--- src/rtl/mult_share_arb_if.sv ---
// Bundle of requester handshakes, shared-multiplier datapath and result bus.
// Ports (grouped as signals):
//   req_valid/req_ready/req_a/req_b : per-requester operand handshakes
//   mult_a/mult_b/mult_p            : registered operands out, product in
//   res_valid/res_id/res_p          : tagged result stream, busy flag
// master: requester/datapath side; slave: arbiter side.
interface mult_share_arb_if #(
   parameter int unsigned WORD_SIZE = 29,
   parameter int unsigned NUM_REQ   = 4
);
   localparam int unsigned ID_W = (NUM_REQ > 1) ? $clog2(NUM_REQ) : 1;

   logic [NUM_REQ-1:0]           req_valid;
   logic [NUM_REQ-1:0]           req_ready;
   logic [NUM_REQ*WORD_SIZE-1:0] req_a;
   logic [NUM_REQ*WORD_SIZE-1:0] req_b;
   logic [WORD_SIZE-1:0]         mult_a;
   logic [WORD_SIZE-1:0]         mult_b;
   logic [2*WORD_SIZE-1:0]       mult_p;
   logic                         res_valid;
   logic [ID_W-1:0]              res_id;
   logic [2*WORD_SIZE-1:0]       res_p;
   logic                         busy;

   modport master (
      output req_valid, req_a, req_b, mult_p,
      input  req_ready, mult_a, mult_b, res_valid, res_id, res_p, busy
   );

   modport slave (
      input  req_valid, req_a, req_b, mult_p,
      output req_ready, mult_a, mult_b, res_valid, res_id, res_p, busy
   );
endinterface

--- src/rtl/mult_share_arb.sv ---
// Round-robin arbiter sharing one fixed-latency pipelined multiplier among
// NUM_REQ requesters, with a tag pipeline returning each product to its owner
// and a per-requester cap on in-flight operations.
// Ports:
//   clk   : rising-edge clock
//   rst_n : asynchronous active-low reset
//   bus   : mult_share_arb_if.slave (handshakes, datapath, results, busy)
module mult_share_arb #(
   parameter int unsigned WORD_SIZE       = 29,
   parameter int unsigned NUM_REQ         = 4,
   parameter int unsigned MULT_LATENCY    = 32,
   parameter int unsigned MAX_OUTSTANDING = 8
) (
   input logic              clk,
   input logic              rst_n,
   mult_share_arb_if.slave  bus
);
   localparam int unsigned ID_W  = (NUM_REQ > 1) ? $clog2(NUM_REQ) : 1;
   localparam int unsigned CNT_W = $clog2(MAX_OUTSTANDING + 1);

   logic                              r_rdy_en;
   logic [ID_W-1:0]                   r_last;
   logic [WORD_SIZE-1:0]              r_mult_a;
   logic [WORD_SIZE-1:0]              r_mult_b;
   logic [MULT_LATENCY-1:0]           r_vld_pipe;
   logic [MULT_LATENCY-1:0][ID_W-1:0] r_id_pipe;

   logic [NUM_REQ-1:0]   w_elig;
   logic [NUM_REQ-1:0]   w_grant;
   logic [ID_W-1:0]      w_grant_idx;
   logic                 w_hs;
   logic                 w_res_vld;
   logic [ID_W-1:0]      w_res_id;
   logic [WORD_SIZE-1:0] w_a [NUM_REQ];
   logic [WORD_SIZE-1:0] w_b [NUM_REQ];

   assign w_res_vld = r_vld_pipe[MULT_LATENCY-1];
   assign w_res_id  = r_id_pipe[MULT_LATENCY-1];

   // Per-requester operand unpacking, eligibility and outstanding counter
   for (genvar g = 0; g < NUM_REQ; g++) begin : g_req
      logic [CNT_W-1:0] r_cnt;
      logic             w_dec;

      assign w_a[g]    = bus.req_a[g*WORD_SIZE +: WORD_SIZE];
      assign w_b[g]    = bus.req_b[g*WORD_SIZE +: WORD_SIZE];
      assign w_dec     = w_res_vld && (w_res_id == ID_W'(g));
      assign w_elig[g] = r_rdy_en && bus.req_valid[g] &&
                         (r_cnt < CNT_W'(MAX_OUTSTANDING));

      // Issue and retire on the same edge cancel out
      always_ff @(posedge clk or negedge rst_n) begin
         if (!rst_n) begin
            r_cnt <= '0;
         end else if (w_grant[g] && !w_dec) begin
            r_cnt <= r_cnt + CNT_W'(1);
         end else if (w_dec && !w_grant[g]) begin
            r_cnt <= r_cnt - CNT_W'(1);
         end
      end

      // Counter range checks
      always @(posedge clk) begin
         if (rst_n) begin
            if (w_grant[g] && !w_dec)
               assert (r_cnt < CNT_W'(MAX_OUTSTANDING));
            if (w_dec && !w_grant[g])
               assert (r_cnt != '0);
         end
      end
   end

   // Round-robin search starting one past the last granted requester
   always_comb begin
      int unsigned idx;
      idx         = 0;
      w_hs        = 1'b0;
      w_grant_idx = '0;
      for (int unsigned off = 1; off <= NUM_REQ; off++) begin
         idx = 32'(r_last) + off;
         if (idx >= NUM_REQ) idx = idx - NUM_REQ;
         if (!w_hs && w_elig[ID_W'(idx)]) begin
            w_hs        = 1'b1;
            w_grant_idx = ID_W'(idx);
         end
      end
   end

   always_comb begin
      w_grant = '0;
      if (w_hs) w_grant[w_grant_idx] = 1'b1;
   end

   // Grant pointer, operand registers and the post-reset ready guard
   always_ff @(posedge clk or negedge rst_n) begin
      if (!rst_n) begin
         r_rdy_en <= 1'b0;
         r_last   <= ID_W'(NUM_REQ - 1);
         r_mult_a <= '0;
         r_mult_b <= '0;
      end else begin
         r_rdy_en <= 1'b1;
         if (w_hs) begin
            r_last   <= w_grant_idx;
            r_mult_a <= w_a[w_grant_idx];
            r_mult_b <= w_b[w_grant_idx];
         end
      end
   end

   // Tag pipeline mirrors the multiplier latency; never stalls
   if (MULT_LATENCY > 1) begin : g_shift
      always_ff @(posedge clk or negedge rst_n) begin
         if (!rst_n) begin
            r_vld_pipe <= '0;
            r_id_pipe  <= '0;
         end else begin
            r_vld_pipe <= {r_vld_pipe[MULT_LATENCY-2:0], w_hs};
            r_id_pipe  <= {r_id_pipe[MULT_LATENCY-2:0], w_grant_idx};
         end
      end
   end else begin : g_single
      always_ff @(posedge clk or negedge rst_n) begin
         if (!rst_n) begin
            r_vld_pipe <= '0;
            r_id_pipe  <= '0;
         end else begin
            r_vld_pipe <= w_hs;
            r_id_pipe  <= w_grant_idx;
         end
      end
   end

   assign bus.req_ready = w_grant;
   assign bus.mult_a    = r_mult_a;
   assign bus.mult_b    = r_mult_b;
   assign bus.res_valid = w_res_vld;
   assign bus.res_id    = w_res_id;
   assign bus.res_p     = bus.mult_p;
   assign bus.busy      = |r_vld_pipe;
endmodule

--- src/flat_wrapper.sv ---
// flat-port wrapper written by rule: the top's interface ports become plain ports
module mult_share_arb_flat 
#(
   parameter int unsigned WORD_SIZE       = 29,
   parameter int unsigned NUM_REQ         = 4,
   parameter int unsigned MULT_LATENCY    = 32,
   parameter int unsigned MAX_OUTSTANDING = 8
)
  (clk, rst_n, bus_req_valid, bus_req_a, bus_req_b, bus_mult_p, bus_req_ready, bus_mult_a, bus_mult_b, bus_res_valid, bus_res_id, bus_res_p, bus_busy);
  mult_share_arb_if #(.WORD_SIZE(WORD_SIZE), .NUM_REQ(NUM_REQ)) bus_i ();
  input logic clk;
  input logic rst_n;
  input wire logic [$bits(bus_i.req_valid)-1:0] bus_req_valid;
  input wire logic [$bits(bus_i.req_a)-1:0] bus_req_a;
  input wire logic [$bits(bus_i.req_b)-1:0] bus_req_b;
  input wire logic [$bits(bus_i.mult_p)-1:0] bus_mult_p;
  output wire logic [$bits(bus_i.req_ready)-1:0] bus_req_ready;
  output wire logic [$bits(bus_i.mult_a)-1:0] bus_mult_a;
  output wire logic [$bits(bus_i.mult_b)-1:0] bus_mult_b;
  output wire logic [$bits(bus_i.res_valid)-1:0] bus_res_valid;
  output wire logic [$bits(bus_i.res_id)-1:0] bus_res_id;
  output wire logic [$bits(bus_i.res_p)-1:0] bus_res_p;
  output wire logic [$bits(bus_i.busy)-1:0] bus_busy;
  assign bus_i.req_valid = bus_req_valid;
  assign bus_i.req_a = bus_req_a;
  assign bus_i.req_b = bus_req_b;
  assign bus_i.mult_p = bus_mult_p;
  assign bus_req_ready = bus_i.req_ready;
  assign bus_mult_a = bus_i.mult_a;
  assign bus_mult_b = bus_i.mult_b;
  assign bus_res_valid = bus_i.res_valid;
  assign bus_res_id = bus_i.res_id;
  assign bus_res_p = bus_i.res_p;
  assign bus_busy = bus_i.busy;
  mult_share_arb #(.WORD_SIZE(WORD_SIZE), .NUM_REQ(NUM_REQ), .MULT_LATENCY(MULT_LATENCY), .MAX_OUTSTANDING(MAX_OUTSTANDING)) u_core (.clk(clk), .rst_n(rst_n), .bus(bus_i));
endmodule
--- config.mk ---
export PLATFORM = sky130hd
export DESIGN_NAME = mult_share_arb_flat
export DESIGN_NICKNAME = d
export VERILOG_FILES = /design/src/rtl/mult_share_arb_if.sv /design/src/rtl/mult_share_arb.sv /design/src/flat_wrapper.sv
export SDC_FILE = /design/constraint.sdc
export NUM_CORES = 1
export LEC_CHECK = 0
export CELL_PAD_IN_SITES_DETAIL_PLACEMENT = 0
export CELL_PAD_IN_SITES_GLOBAL_PLACEMENT = 1
export CORE_AREA = 2 2 167 169
export CTS_CLUSTER_DIAMETER = 40
export DETAILED_ROUTE_END_ITERATION = 10
export DIE_AREA = 0 0 169 171
export GPL_TIMING_DRIVEN = 0
export PLACE_DENSITY = 0.89
export SKIP_CTS_REPAIR_TIMING = 1
export SLEW_MARGIN = 25
export SYNTH_ARGS = -nofsm -noshare
export SYNTH_HDL_FRONTEND = slang
export SYNTH_SLANG_ARGS = --single-unit
--- constraint.sdc ---
create_clock -name clk -period 3.74 [get_ports clk]
set_clock_uncertainty 0.1 [all_clocks]
set_input_delay 0.561 -clock clk [delete_from_list [all_inputs] [get_ports clk]]
set_output_delay 0.561 -clock clk [all_outputs]
set_load 0.05 [all_outputs]
* Word-level counts from Yosys, hierarchy flattened *
Index checks and enable logic that the tools add are counted.

storage, ports and cells
  bits in registers = 173
  input port bits = 296
  output and inout port bits = 124
  word-level logic and storage cells = 154

operators by class
  $add $sub $neg = 16
  order comparisons = 15
  equal/unequal tests = 3
  muxes and demuxes = 37
  bitwise logic cells = 1
  reduce and logical (&&, ||, !) cells = 41

operators by type and width
  operator                                                                             count
  29-bit binary-select mux with 2-bit select                                           2
  29-bit two-way mux                                                                   4
  4-bit two-way mux                                                                    9
  32-bit OR reduction                                                                  1
  1-bit logical AND                                                                    24
  4-bit by 1-bit adder with 4-bit output, second input constant                        4
  4-bit less-than comparator, second input constant                                    4
  2-bit two-way mux                                                                    8
  4-bit by 1-bit subtractor with 4-bit output, second input constant                   4
  2-bit by 3-bit less-than comparator with 1-bit output, second input constant         5
  3-bit greater-or-equal comparator, second input constant                             4
  1-bit zero test                                                                      11
  1-bit two-way mux                                                                    9
  1-bit binary-select mux with 2-bit select                                            4
  2-bit nonzero test                                                                   4
  2-bit by 1-bit subtractor with 2-bit output, second input constant                   4
  2-bit by 2-bit adder with 3-bit output, second input constant                        2
  2-bit by 3-bit adder with 4-bit output, second input constant                        1
  2-bit == test, second input constant                                                 2
  4-bit by 3-bit greater-or-equal comparator with 1-bit output, second input constant  1
  2-bit by 1-bit adder with 3-bit output, second input constant                        1
  2-bit NOT with 3-bit output                                                          1
  1-bit demux with 2-bit select                                                        1
  2-bit by 1-bit == test with 1-bit output, second input constant                      1
  other kinds (2)                                                                      2

* Longest topological paths before layout *
  depth in word-level cells = 24
  depth in mapped cells = 17
  gate-level depth less buffers = 14

* Worst setup path before layout *
OpenSTA, ideal clock, no wires.

  path type = input to register
  start = in bus_req_valid[3]
  end = reg u_core.g_req[3].r_cnt[3]
  setup time = 0.125 ns
  data arrival time = 4.111 ns
  data required time = 3.515 ns
  path slack = -0.597 ns
  stages = 17
  cell sequence = nor2b_2 > a21oi_1 > o32ai_2 > a21o_1 > buf_6 > buf_12 > buf_6 > inv_2 > nor3_1 > ha_1 > inv_1 > ha_1 > a21o_1 > a21oi_1 > xnor2_1 > nor2_1 > xor2_1

on the way
  word-level cells in the longest chain between the ends = 22
  elaborated cells between the ends (all ways) = 35
  those cells by class = 2 x order compare; 20 x mux; 13 x reduce/logical

RTL lines
  item                                       RTL line              RTL
  from (decl)                                flat_wrapper.sv:13    input wire logic [$bits(bus_i.req_valid)-1:0] bus_req_valid;
  1-bit logical AND * (2 in a row)           mult_share_arb.sv:48  assign w_elig[g] = r_rdy_en && bus.req_valid[g] &&
  1-bit binary-select mux with 2-bit select  mult_share_arb.sv:82  if (!w_hs && w_elig[ID_W'(idx)]) begin
  1-bit two-way mux (not written as such)    mult_share_arb.sv:82
  1-bit two-way mux                          mult_share_arb.sv:82
  1-bit zero test                            mult_share_arb.sv:82
  1-bit logical AND                          mult_share_arb.sv:82
  1-bit two-way mux                          mult_share_arb.sv:82
  1-bit zero test                            mult_share_arb.sv:82
  [5 not listed]                             --
  named net u_core.w_grant_idx[0]            mult_share_arb.sv:30  logic [ID_W-1:0] w_grant_idx;
  [1 not listed]                             --
  1-bit logical AND (not written as such)    mult_share_arb.sv:91  if (w_hs) w_grant[w_grant_idx] = 1'b1;
  1-bit two-way mux (not written as such)    mult_share_arb.sv:91
  1-bit demux with 2-bit select *            --
  4-bit two-way mux *                        mult_share_arb.sv:91
  named net bus_req_ready[3]                 flat_wrapper.sv:17    output wire logic [$bits(bus_i.req_ready)-1:0] bus_req_ready;
  1-bit zero test                            mult_share_arb.sv:57  end else if (w_dec && !w_grant[g]) begin
  1-bit logical AND                          mult_share_arb.sv:57
  2-bit nonzero test (no line)               --
  to (signal assigned)                       mult_share_arb.sv:56  r_cnt <= r_cnt + CNT_W'(1);
  to (signal assigned)                       mult_share_arb.sv:58  r_cnt <= r_cnt - CNT_W'(1);
  to (decl)                                  mult_share_arb.sv:42  logic [CNT_W-1:0] r_cnt;

The timed path passes the listed nets; every way through them passes the cells marked *. The select of a mux whose other input is x is not followed.
A chain may end at the register's enable or synchronous reset.

* Final worst setup path *
  start = in bus_req_valid[1]
  end = out bus_req_ready[3]

on the way
  word-level cells in the longest chain between the ends = 19
  elaborated cells between the ends (all ways) = 30
  those cells by class = 2 x order compare; 19 x mux; 9 x reduce/logical

RTL lines
  item                                                                                                                                                         RTL line
  1-bit logical AND * (2 in a row)                                                                                                                             mult_share_arb.sv:48
  1-bit binary-select mux with 2-bit select                                                                                                                    mult_share_arb.sv:82
  1-bit two-way mux (not written as such)                                                                                                                      mult_share_arb.sv:82
  1-bit two-way mux                                                                                                                                            mult_share_arb.sv:82
  1-bit zero test                                                                                                                                              mult_share_arb.sv:82
  1-bit logical AND                                                                                                                                            mult_share_arb.sv:82
  1-bit two-way mux                                                                                                                                            mult_share_arb.sv:82
  1-bit zero test                                                                                                                                              mult_share_arb.sv:82
  [2 not listed]                                                                                                                                               --
  1-bit zero test                                                                                                                                              mult_share_arb.sv:82
  1-bit logical AND                                                                                                                                            mult_share_arb.sv:82
  2-bit two-way mux                                                                                                                                            mult_share_arb.sv:82
  2-bit by 3-bit less-than comparator with 1-bit output (not written as such) or 2-bit by 1-bit greater-or-equal comparator with 1-bit output (tied branches)  mult_share_arb.sv:91
  1-bit logical AND (not written as such)                                                                                                                      mult_share_arb.sv:91
  1-bit two-way mux (not written as such)                                                                                                                      mult_share_arb.sv:91
  1-bit demux with 2-bit select                                                                                                                                --
  4-bit two-way mux *                                                                                                                                          mult_share_arb.sv:91
  to (decl)                                                                                                                                                    flat_wrapper.sv:17

Every way passes the cells marked *; elsewhere a longest branch is shown, timed or not. The select of a mux whose other input is x is not followed.

==> flow_metrics.env <==
export IMPL_max_freq_ghz=0.280
export IMPL_synth_mux_area_share_pct=15.1
export IMPL_die_h_um=171
export IMPL_viasPerCell=4.62
export IMPL_area_delta_synth_final_pct=59.1
export IMPL_synth_top_family_by_area="multiplexers"
export IMPL_start_util_pct=29.3
export IMPL_synth_seq_cells=173
export IMPL_yosys_warnings=0
export IMPL_drive_gt1_share_pct=16.6
export IMPL_ios=420
export IMPL_cts_tree="yes"
export IMPL_worstMarginPinSlew_ns=0.832
export IMPL_first_pass_iters=4
export IMPL_antenna_found_initial=0
export IMPL_slew_violations=0
export IMPL_hp_class="in2async"
export IMPL_cts_root_buffer="clkbuf_16"
export IMPL_p_per_area_nw_per_um2=693
export IMPL_nets=1306
export IMPL_mostFrequentLayoutCell="clkdlybuf4s50_1"
export IMPL_fillers=2548
export IMPL_vias=6251
export IMPL_max_cap_violations=0
export IMPL_grt_max_degree=99
export IMPL_synthesis_nets=922
export IMPL_clockBufferDepth=2
export IMPL_numPortBuffers=361
export IMPL_fp_row_count=61
export IMPL_wirelength_um=25300
export IMPL_critPathArrivalTime_ns=2.92
export IMPL_synth_area_top_cells="dfrtp_1 (54%), mux2i_1 (15%), a221oi_2 (6.6%)"
export IMPL_fin_tns_setup_ns=0
export IMPL_grt_setup_unrepaired="false"
export IMPL_synth_largest_area_cell="dfrtp_1"
export IMPL_core_um2=27300
export IMPL_power_leakage_uw=0.00533
export IMPL_die_area_um2=28900
export IMPL_synth_top_area_share_pct=53.5
export IMPL_start_kind="input port"
export IMPL_gp_routability_congestion=0.802
export IMPL_critPathMaxFanout=19
export IMPL_grtUsageTotal_pct=17.0
export IMPL_grt_pass1_vias=6293
export IMPL_synth_distinct_cells=39
export IMPL_die_x_um=169
export IMPL_dp_hpwl_um=19400
export IMPL_hold_viol_final=0
export IMPL_crit_type="in2out"
export IMPL_final_cell_mix="clkdlybuf4s50_1 (356), dfrtp_1 (171), mux2i_1 (116)"
export IMPL_clock_sinks=173
export IMPL_clk_pin_slew_worst_paths_ns=0.07
export IMPL_max_slew_margin_pct=44.5
export IMPL_synthCells=610
export IMPL_status="finished, final reports clean"
export IMPL_netlist_area_um2=7990
export IMPL_clk_latency_ns=0.42
export IMPL_antennaDiodeCount=0
export IMPL_end_kind="output port"
export IMPL_irDropWorstVdd_mv=0.397
export IMPL_setup_viol=0
export IMPL_synth_fa_ha_area_share_pct=2.88
export IMPL_power_total_uw=8810
export IMPL_htree_num_levels=4
export IMPL_wl_per_cell_um=18.7
export IMPL_dp_slack_ns=-1.34
export IMPL_ant_nets=0
export IMPL_whs_ns=0.0187
export IMPL_finalCritPeriodShare_pct=95.6
export IMPL_synth_compound_area_share_pct=11.1
export IMPL_grt_pass1_wl_um=36600
export IMPL_worstPathRequired_ns=3.08
export IMPL_drc=0
export IMPL_finalWorstSetupSlack_ns=0.164
export IMPL_synth_xor_xnor_area_share_pct=1.75
export IMPL_seq_area_frac_synth_pct=54.2
export IMPL_cts_buffers=17
export IMPL_timing_final_crit_period_ns=3.58
export IMPL_grt_overflow=0
export IMPL_synth_area_per_cell_um2=13.1
export IMPL_drtIter0Drc=312
export IMPL_synth_simple_area_share_pct=5.79
==> power breakdown <==
part	internal, µW	leakage (µW)	switching [µW]
clock	937	0.000274	796
sequential	2450	0.00212	354
combinational	1730	0.00293	2530
==> worst max-delay path, stage by stage <==
cell and delay [ns]:
clkdlybuf4s50_1 0.51, nor3b_4 0.23, a21oi_1 0.07, o32ai_2 0.23, a21o_1 0.13, buf_6 0.11
buf_12 0.21, inv_2 0.07, nor3_2 0.30, dlymetal6s2s_1 0.47
==> synthesized netlist by cell type (all sizes together) <==
library cell,n
a22oi,1
mux2i,116
a221oi,58
dfstp,2
clkbuf,15
xnor2,12
o21ai,9
mux2,4
a21o,6
nor4,8
nor2b,5
nand3b,2
ha,12
nor3,2
nand3,1
nand4,2
a21oi,9
or3b,1
nand2b,3
dfrtp,171
nor2,70
buf,77
nand2,5
nand4b,1
conb,1
o32ai,1
or2,1
nor3b,1
inv,6
xor2,4
fa,4
==> kinds of logic (layout without fill, tap and decap cells) <==
family	Yosys count	count (layout)
DFF	173	173
muxes	120	120
and+or+nand+nor	102	102
buffers and inverters	98	494
AOI/OAI and AO/OA	84	84
adders and majority gates	16	16
xor gates and xnor gates	16	16
other	1	1
==> flip-flops by register name (all words and copies together), names as in the netlist <==
signal	flops
u_core.r_id_pipe	62
u_core.bus.mult_a	29
u_core.bus.res_id	2
u_core.r_rdy_en	1
u_core.r_last	2
u_core.bus.mult_b	29
u_core.r_vld_pipe	32
u_core.g_req.r_cnt	16
==> routing by layer <==
| metal | track usage, % | vias up | wire length, µm |
|---|---|---|---|
| li1 | - | 2902 | - |
| met1 | 22.2 | 3054 | 10600 |
| met2 | 28.0 | 269 | 12500 |
| met3 | 4.16 | 26 | 1730 |
| met4 | 5.39 | 0 | 454 |
| met5 | 0 | - | 0 |
==> final cells by class <==
class	count	area, µm²	share of cell area, %
sequential	173	4330	34.1
clock buffer	19	433	3.40
inverter	6	22.5	0.177
clock inverter	12	129	1.01
tap	346	433	3.40
multi-input combinational	339	2970	23.4
buffer	90	706	5.55
timing repair buffer	367	3690	29.0
==> stage by stage <==
| stage | std cells | area [µm²] | utilization, % |
|---|---|---|---|
| final | 1352 | 12700 | 46.5 |
| after global routing | 1352 | 12700 | 46.5 |
| after CTS | 1349 | 12600 | 46.3 |
| after detailed placement | 1318 | 12100 | 44.2 |
| after global placement | 1317 | 12100 | 44.1 |
| after floorplan | 610 | 8010 | - |
==> final timing paths <==
| kind | start | to | slack, ns | cells after the start |
|---|---|---|---|---|
| worst max-delay path | bus_req_valid[1] | bus_req_ready[3] | 0.16 | 10 |
| worst min register to register | u_core.r_id_pipe[43]$_DFF_PN0_ | u_core.r_id_pipe[45]$_DFF_PN0_ | 0.25 | 0 |
| worst max register to register | u_core.g_req[1].r_cnt[3]$_DFFE_PN0P_ | u_core.g_req[0].r_cnt[3]$_DFFE_PN0P_ | 0.44 | 13 |
| max in group asynchronous | rst_n | u_core.r_last[0]$_DFFE_PN1P_ | 2.64 | 2 |
| min in group clk | u_core.r_id_pipe[43]$_DFF_PN0_ | u_core.r_id_pipe[45]$_DFF_PN0_ | 0.25 | 0 |
| worst min-delay path | rst_n | u_core.bus.mult_b[26]$_DFFE_PN0P_ | 0.02 | 1 |
Power figures use the tool's default switching activity.
